===== config.mk =====
export PLATFORM = sky130hd
export DESIGN_NAME = timer
export DESIGN_NICKNAME = d
export VERILOG_FILES = /design/src/rtl/timer_pkg.sv /design/src/rtl/timer.sv
export SDC_FILE = /design/constraint.sdc
export NUM_CORES = 1
export LEC_CHECK = 0
export ABC_CLOCK_PERIOD_IN_PS = 1900
export CAP_MARGIN = 25
export CORE_ASPECT_RATIO = 1.25
export CORE_MARGIN = 4
export CORE_UTILIZATION = 45
export CTS_BUF_LIST = sky130_fd_sc_hd__clkbuf_2
export CTS_CLUSTER_DIAMETER = 30
export DETAILED_ROUTE_END_ITERATION = 8
export PLACE_DENSITY = 0.75
export SLEW_MARGIN = 10
export SYNTH_ARGS = -nofsm -noshare
export SYNTH_HDL_FRONTEND = slang
export SYNTH_SLANG_ARGS = --single-unit

===== constraint.sdc =====
create_clock -name clk -period 1.9 [get_ports clk]
set_input_delay 0.285 -clock clk [delete_from_list [all_inputs] [get_ports clk]]
set_output_delay 0.285 -clock clk [all_outputs]
set_load 0.05 [all_outputs]

===== src/rtl/timer_pkg.sv =====
// Shared constants and state type for the APB-style timer peripheral.
//   - register addresses on the 2-bit bus address
//   - bit positions inside the STATUS register
//   - e_timer_state, whose encoding is the value software sees in STATE
package timer_pkg;

    localparam logic [1:0] STATUS_ADDR = 2'd0;
    localparam logic [1:0] GOAL_ADDR   = 2'd1;
    localparam logic [1:0] CURR_ADDR   = 2'd2;

    localparam int STATUS_START     = 0;
    localparam int STATUS_STOP      = 1;
    localparam int STATUS_STATE_LSB = 2;
    localparam int STATE_LEN        = 2;

    typedef enum logic [STATE_LEN-1:0] {
        IDLE     = 2'd0,
        RUNNING  = 2'd1,
        COMPLETE = 2'd2,
        PAUSED   = 2'd3
    } e_timer_state;

endpackage


===== src/rtl/timer.sv =====
// Single up-counting timer with a programmable goal. It is a zero-wait-state
// APB-style slave with four register words.
//
// Ports:
//   clk     system clock, rising edge
//   reset   asynchronous, active-high reset
//   sel     slave select (PSEL)
//   enable  access phase (PENABLE)
//   write   1 = write, 0 = read
//   addr    register address: 0 STATUS, 1 GOAL, 2 CURR, 3 invalid
//   wdata   write data
//   rdata   read data, driven only during a valid read access
//   ready   transfer complete (PREADY), sel & enable
//   slverr  transfer error (PSLVERR): invalid address or write to CURR
//
// state    | meaning
// ---------+--------------------------------------------------
// IDLE     | not counting, waiting for START
// RUNNING  | CURR increments each edge until it reaches GOAL
// COMPLETE | goal reached, CURR held; a STATUS read returns to IDLE
// PAUSED   | STOP while running, CURR held; START resumes
module timer
    import timer_pkg::*;
#(
    parameter int timerbits = 8
) (
    input  logic                 clk,
    input  logic                 reset,
    input  logic                 sel,
    input  logic                 enable,
    input  logic                 write,
    input  logic [1:0]           addr,
    input  logic [timerbits-1:0] wdata,
    output logic [timerbits-1:0] rdata,
    output logic                 ready,
    output logic                 slverr
);

    e_timer_state         state_q, state_d;
    logic [timerbits-1:0] goal_q, goal_d;
    logic [timerbits-1:0] curr_q, curr_d;

    logic                 access;
    logic                 err;
    logic                 wr_ok;
    logic                 rd_ok;
    logic [timerbits-1:0] status_word;

    // Outputs are forced low during reset so the bus sees a clean idle slave.
    assign access = sel & enable & ~reset;
    assign err    = (addr == 2'd3) || (write && (addr == CURR_ADDR));
    assign wr_ok  = access & write & ~err;
    assign rd_ok  = access & ~write & ~err;
    assign ready  = access;
    assign slverr = access & err;

    always_comb begin
        status_word = '0;
        status_word[STATUS_STATE_LSB +: STATE_LEN] = state_q;
    end

    always_comb begin
        rdata = '0;
        if (rd_ok) begin
            case (addr)
                STATUS_ADDR: rdata = status_word;
                GOAL_ADDR:   rdata = goal_q;
                CURR_ADDR:   rdata = curr_q;
                default:     rdata = '0;
            endcase
        end
    end

    always_ff @(posedge clk or posedge reset) begin
        if (reset) begin
            state_q <= IDLE;
            goal_q  <= '0;
            curr_q  <= '0;
        end else begin
            state_q <= state_d;
            goal_q  <= goal_d;
            curr_q  <= curr_d;
        end
    end

    always_comb begin
        state_d = state_q;
        goal_d  = goal_q;
        curr_d  = curr_q;

        // Compare against GOAL as it was before this edge. Using >= means that
        // lowering GOAL below CURR completes on the next edge.
        if (state_q == RUNNING) begin
            if (curr_q >= goal_q) begin
                state_d = COMPLETE;
            end else begin
                curr_d = curr_q + 1'b1;
            end
        end

        if (wr_ok && (addr == GOAL_ADDR)) begin
            goal_d = wdata;
        end

        // A STATUS write overrides the counting step that would otherwise
        // happen on the same edge. STOP wins over START.
        if (wr_ok && (addr == STATUS_ADDR)) begin
            if (wdata[STATUS_STOP]) begin
                if (state_q == RUNNING) begin
                    state_d = PAUSED;
                    curr_d  = curr_q;
                end
            end else if (wdata[STATUS_START]) begin
                state_d = RUNNING;
                if (state_q != PAUSED) begin
                    curr_d = '0;
                end else begin
                    curr_d = curr_q;
                end
            end
        end

        // Reading STATUS in COMPLETE acknowledges completion.
        if (rd_ok && (addr == STATUS_ADDR) && (state_q == COMPLETE)) begin
            state_d = IDLE;
        end
    end

endmodule


==> flow_summary.ini <==
[pwr]
powerDensity_mw_per_mm2 = 925
total_power_mw = 1.94
ir_drop_v = 0.000653
static-leakage-power_nw = 0.920

[worst_setup_path]
timing.critical_path.fanout_max = 8
critical_path.cell_chain = inv_1, ha_2, nor2_2, nor3_4, a2111oi_4, buf_4, nand4_1, a21oi_2
r2r_slack_ns = -0.006
worst-setup-path-type = flip-flop to flip-flop
worst_path_largest_cell_delay_ns = 0.42
r2r.worst_path.cells = 8
worstReg2RegEnd = curr_q[7]
worstReg2RegStart = goal_q[3]
worst_ep_arrival_time_ns = 2.17
critPathSlowestCell = sky130_fd_sc_hd__dfrtp_1
start_kind = flip-flop
cp-end-kind = flip-flop
timing.critical_path.required_ns = 2.17

[sta]
report.final.hold_viol_count = 0
final_critical_path_setup_slack_ns = -0.00602
drv_slew = 0
slew_headroom_pct = 77.0
final.period_utilization_pct = 100
timing.final.setup_violations = 2
min_period_ns = 1.91
rsz0062_at_grt = true
finClkSkew_ns = 0.00989
clock.fmax_mhz = 525
worst_pin_slew_ns = 0.343

[synth]
synth_nets = 170
seq_area_frac_synth_pct = 34.0
yosys_warnings = 0
synthesized_instance_count = 146
ys_async_sr_fraction_pct = 100
yosys_register_bits = 18
ys_top_cells_by_area = sky130_fd_sc_hd__dfrtp_1 34%, sky130_fd_sc_hd__ha_1 8.5%, sky130_fd_sc_hd__inv_1 5.1%, sky130_fd_sc_hd__nor2_1 4.2%, sky130_fd_sc_hd__o21ai_0 3.8%
synth_enable_flop_cells = 0
syn_area_per_cell_um2 = 9.08
ys_types = 39
synth.cells.most_frequent = 18 x sky130_fd_sc_hd__dfrtp_1, 18 x sky130_fd_sc_hd__inv_1, 15 x sky130_fd_sc_hd__nor2_1, 13 x sky130_fd_sc_hd__nand2_1, 10 x sky130_fd_sc_hd__o21ai_0
synth_top_cell_area_share_pct = 34.0
synth_top_area_cell = sky130_fd_sc_hd__dfrtp_1
syn-cell-area_mm2 = 0.00133
synthFlopType = sky130_fd_sc_hd__dfrtp_1

[drt]
totalWireLength_mm = 4.06
detail_route.drc_violations = 0
route.detailed.wl_per_inst_um = 17.3
route.detailed.vias_per_inst = 5.80
ant_nets = 0
detail_route.first_pass.iterations = 4
num_vias = 1362
first_iter_violations = 54

[floorplan]
fp-row-count = 21
die-width_um = 56.5
io_pins = 25
die_area_mm2 = 0.00388
initial_core_util_pct = 48.0
design.core.area_mm2 = 0.00276
chipHeight_um = 68.7

[finish]
layout-drive-gt1-share_pct = 46.8
ff_latch_area_um2 = 450
flow.area_growth_from_synthesis_pct = 58.1
antenna_cells = 0
final.fill_count = 187
multiInputGateArea_um2 = 986
design_area_mm2 = 0.00209
final_nets = 227

[global_route]
via_count_of_the_first_global_routing_pass = 1408
antenna_found_initial = 0
grt_overflow_total = 0
grt_pass1_wl_mm = 6.35
gr-usage-all-layers_pct = 20.9
grt_start_max_net_pins = 19

[job]
total_of_max_cap_violations = 0

[clocking]
cts_tree = done
clock_root_buffer = sky130_fd_sc_hd__clkbuf_2
cts.hold.buffers_added = 0
numCtsBuffers = 3
maximum_level_of_the_cts_h_tree = 1
max-clock-path-buffers = 2
worst_setup_hold_path_clk_slew_ns = 0.18
cts.sink_count = 18
insertion_delay_ns = 0.32

[place]
postPlaceCellArea_mm2 = 0.00182
numPortBuffers = 24
gp_congestion = 0.828
hpwl_mm = 2.61

[outcome]
run_status = finished, violations left
failed_checks = setup timing

[min_path]
timing.hold.worst.class = input pin to asynchronous set/reset pin
## sequential cells by signal (all words and copies together) (netlist names)
signal,cells
state_q,2
curr_q,8
goal_q,8
## cell type report
| cell class | instances | area share [%] |
|---|---|---|
| tap | 34 | 2.03 |
| multi-input combinational | 105 | 47.1 |
| sequential | 18 | 21.5 |
| clock buffer | 3 | 0.717 |
| timing repair buffer | 57 | 25.1 |
| inverter | 18 | 3.58 |
## per-layer routing
metal,global-route usage [%],share of wire (%),up-vias
li1,-,-,626
met1,23.8,41,687
met2,39.2,53,40
met3,4.10,4.7,9
met4,7.12,2.1,0
met5,0,0,-
## through the flow
stage                     hold WS [ns]  util, %  setup TNS, ns  setup slack (ns)  cells
after floorplan                  0.133        -              0           0.00676    146
after global placement           0.530     65.9          -3.43            -0.256    222
after detailed placement         0.551     65.9          -4.00            -0.316    222
after CTS                        0.385     71.1        -0.0531           -0.0417    230
after global routing            0.0650     75.9         -0.640            -0.154    235
final                           0.0522     75.9       -0.00970          -0.00602    235
## layout by cell type, fill, tap and decap left out, drive strengths merged, types with 2 or more instances in the layout
| cell type | instances |
|---|---|
| a31o | 4 |
| nor3 | 2 |
| buf | 43 |
| clkinvlp | 2 |
| nand4 | 3 |
| a22oi | 6 |
| a21oi | 8 |
| nand2 | 14 |
| clkbuf | 3 |
| a211oi | 5 |
| nor2 | 16 |
| nand3 | 2 |
| ha | 9 |
| mux2i | 3 |
| and2 | 2 |
| nand4b | 2 |
| and3 | 3 |
| clkdlybuf4s50 | 10 |
| dfrtp | 18 |
| inv | 16 |
| dlymetal6s2s | 3 |
| o21ai | 11 |
| nor2b | 2 |
## report_power, final
group / internal [mW] / total, mW / leakage [nW] / switching [mW]
clock network: 0.0430 / 0.170 / 0.0125 / 0.127
logic: 0.549 / 1.15 / 0.707 / 0.599
registers: 0.506 / 0.620 / 0.201 / 0.113
## critical path, delay by kind of cell, from the launching register on
| kind | cells | cell delay [ns] |
|---|---|---|
| AOI/OAI and AO/OA | 2 | 0.50 |
| adders and majority gates | 1 | 0.28 |
| buffers and inverters | 2 | 0.29 |
| DFF | 1 | 0.42 |
| and+or+nand+nor | 3 | 0.35 |
## how the worst max path moves through the flow
stage,startpoint,endpoint,cells past startpoint
2_1_floorplan,curr_q[7],state_q[0],5
3_3_place_gp,addr[1],rdata[0],5
3_5_place_dp,addr[1],rdata[1],5
4_1_cts,curr_q[2],curr_q[1],7
5_1_grt,goal_q[7],curr_q[7],9
6_report,goal_q[3],curr_q[7],8
## cells by family after synthesis
kind of cell    after synthesis  share of synthesized area, %
compound gates               39                          24.1
xor+xnor                      1                         0.661
fa+ha+maj                     9                          8.50
buf+inv                      24                          8.03
flops                        18                          34.0
mux                           4                          3.12
simple gates                 51                          21.6
## what timing repair did
item                                    CTS  global route
endpoints found under the hold margin     0             0
cloned                                    1             0
setup buffers                             4             6
endpoints found under the setup margin   18            18
pin swaps                                10            21
gates resized for setup                  24            22
Note: power is estimated with default switching activity, not from simulation.
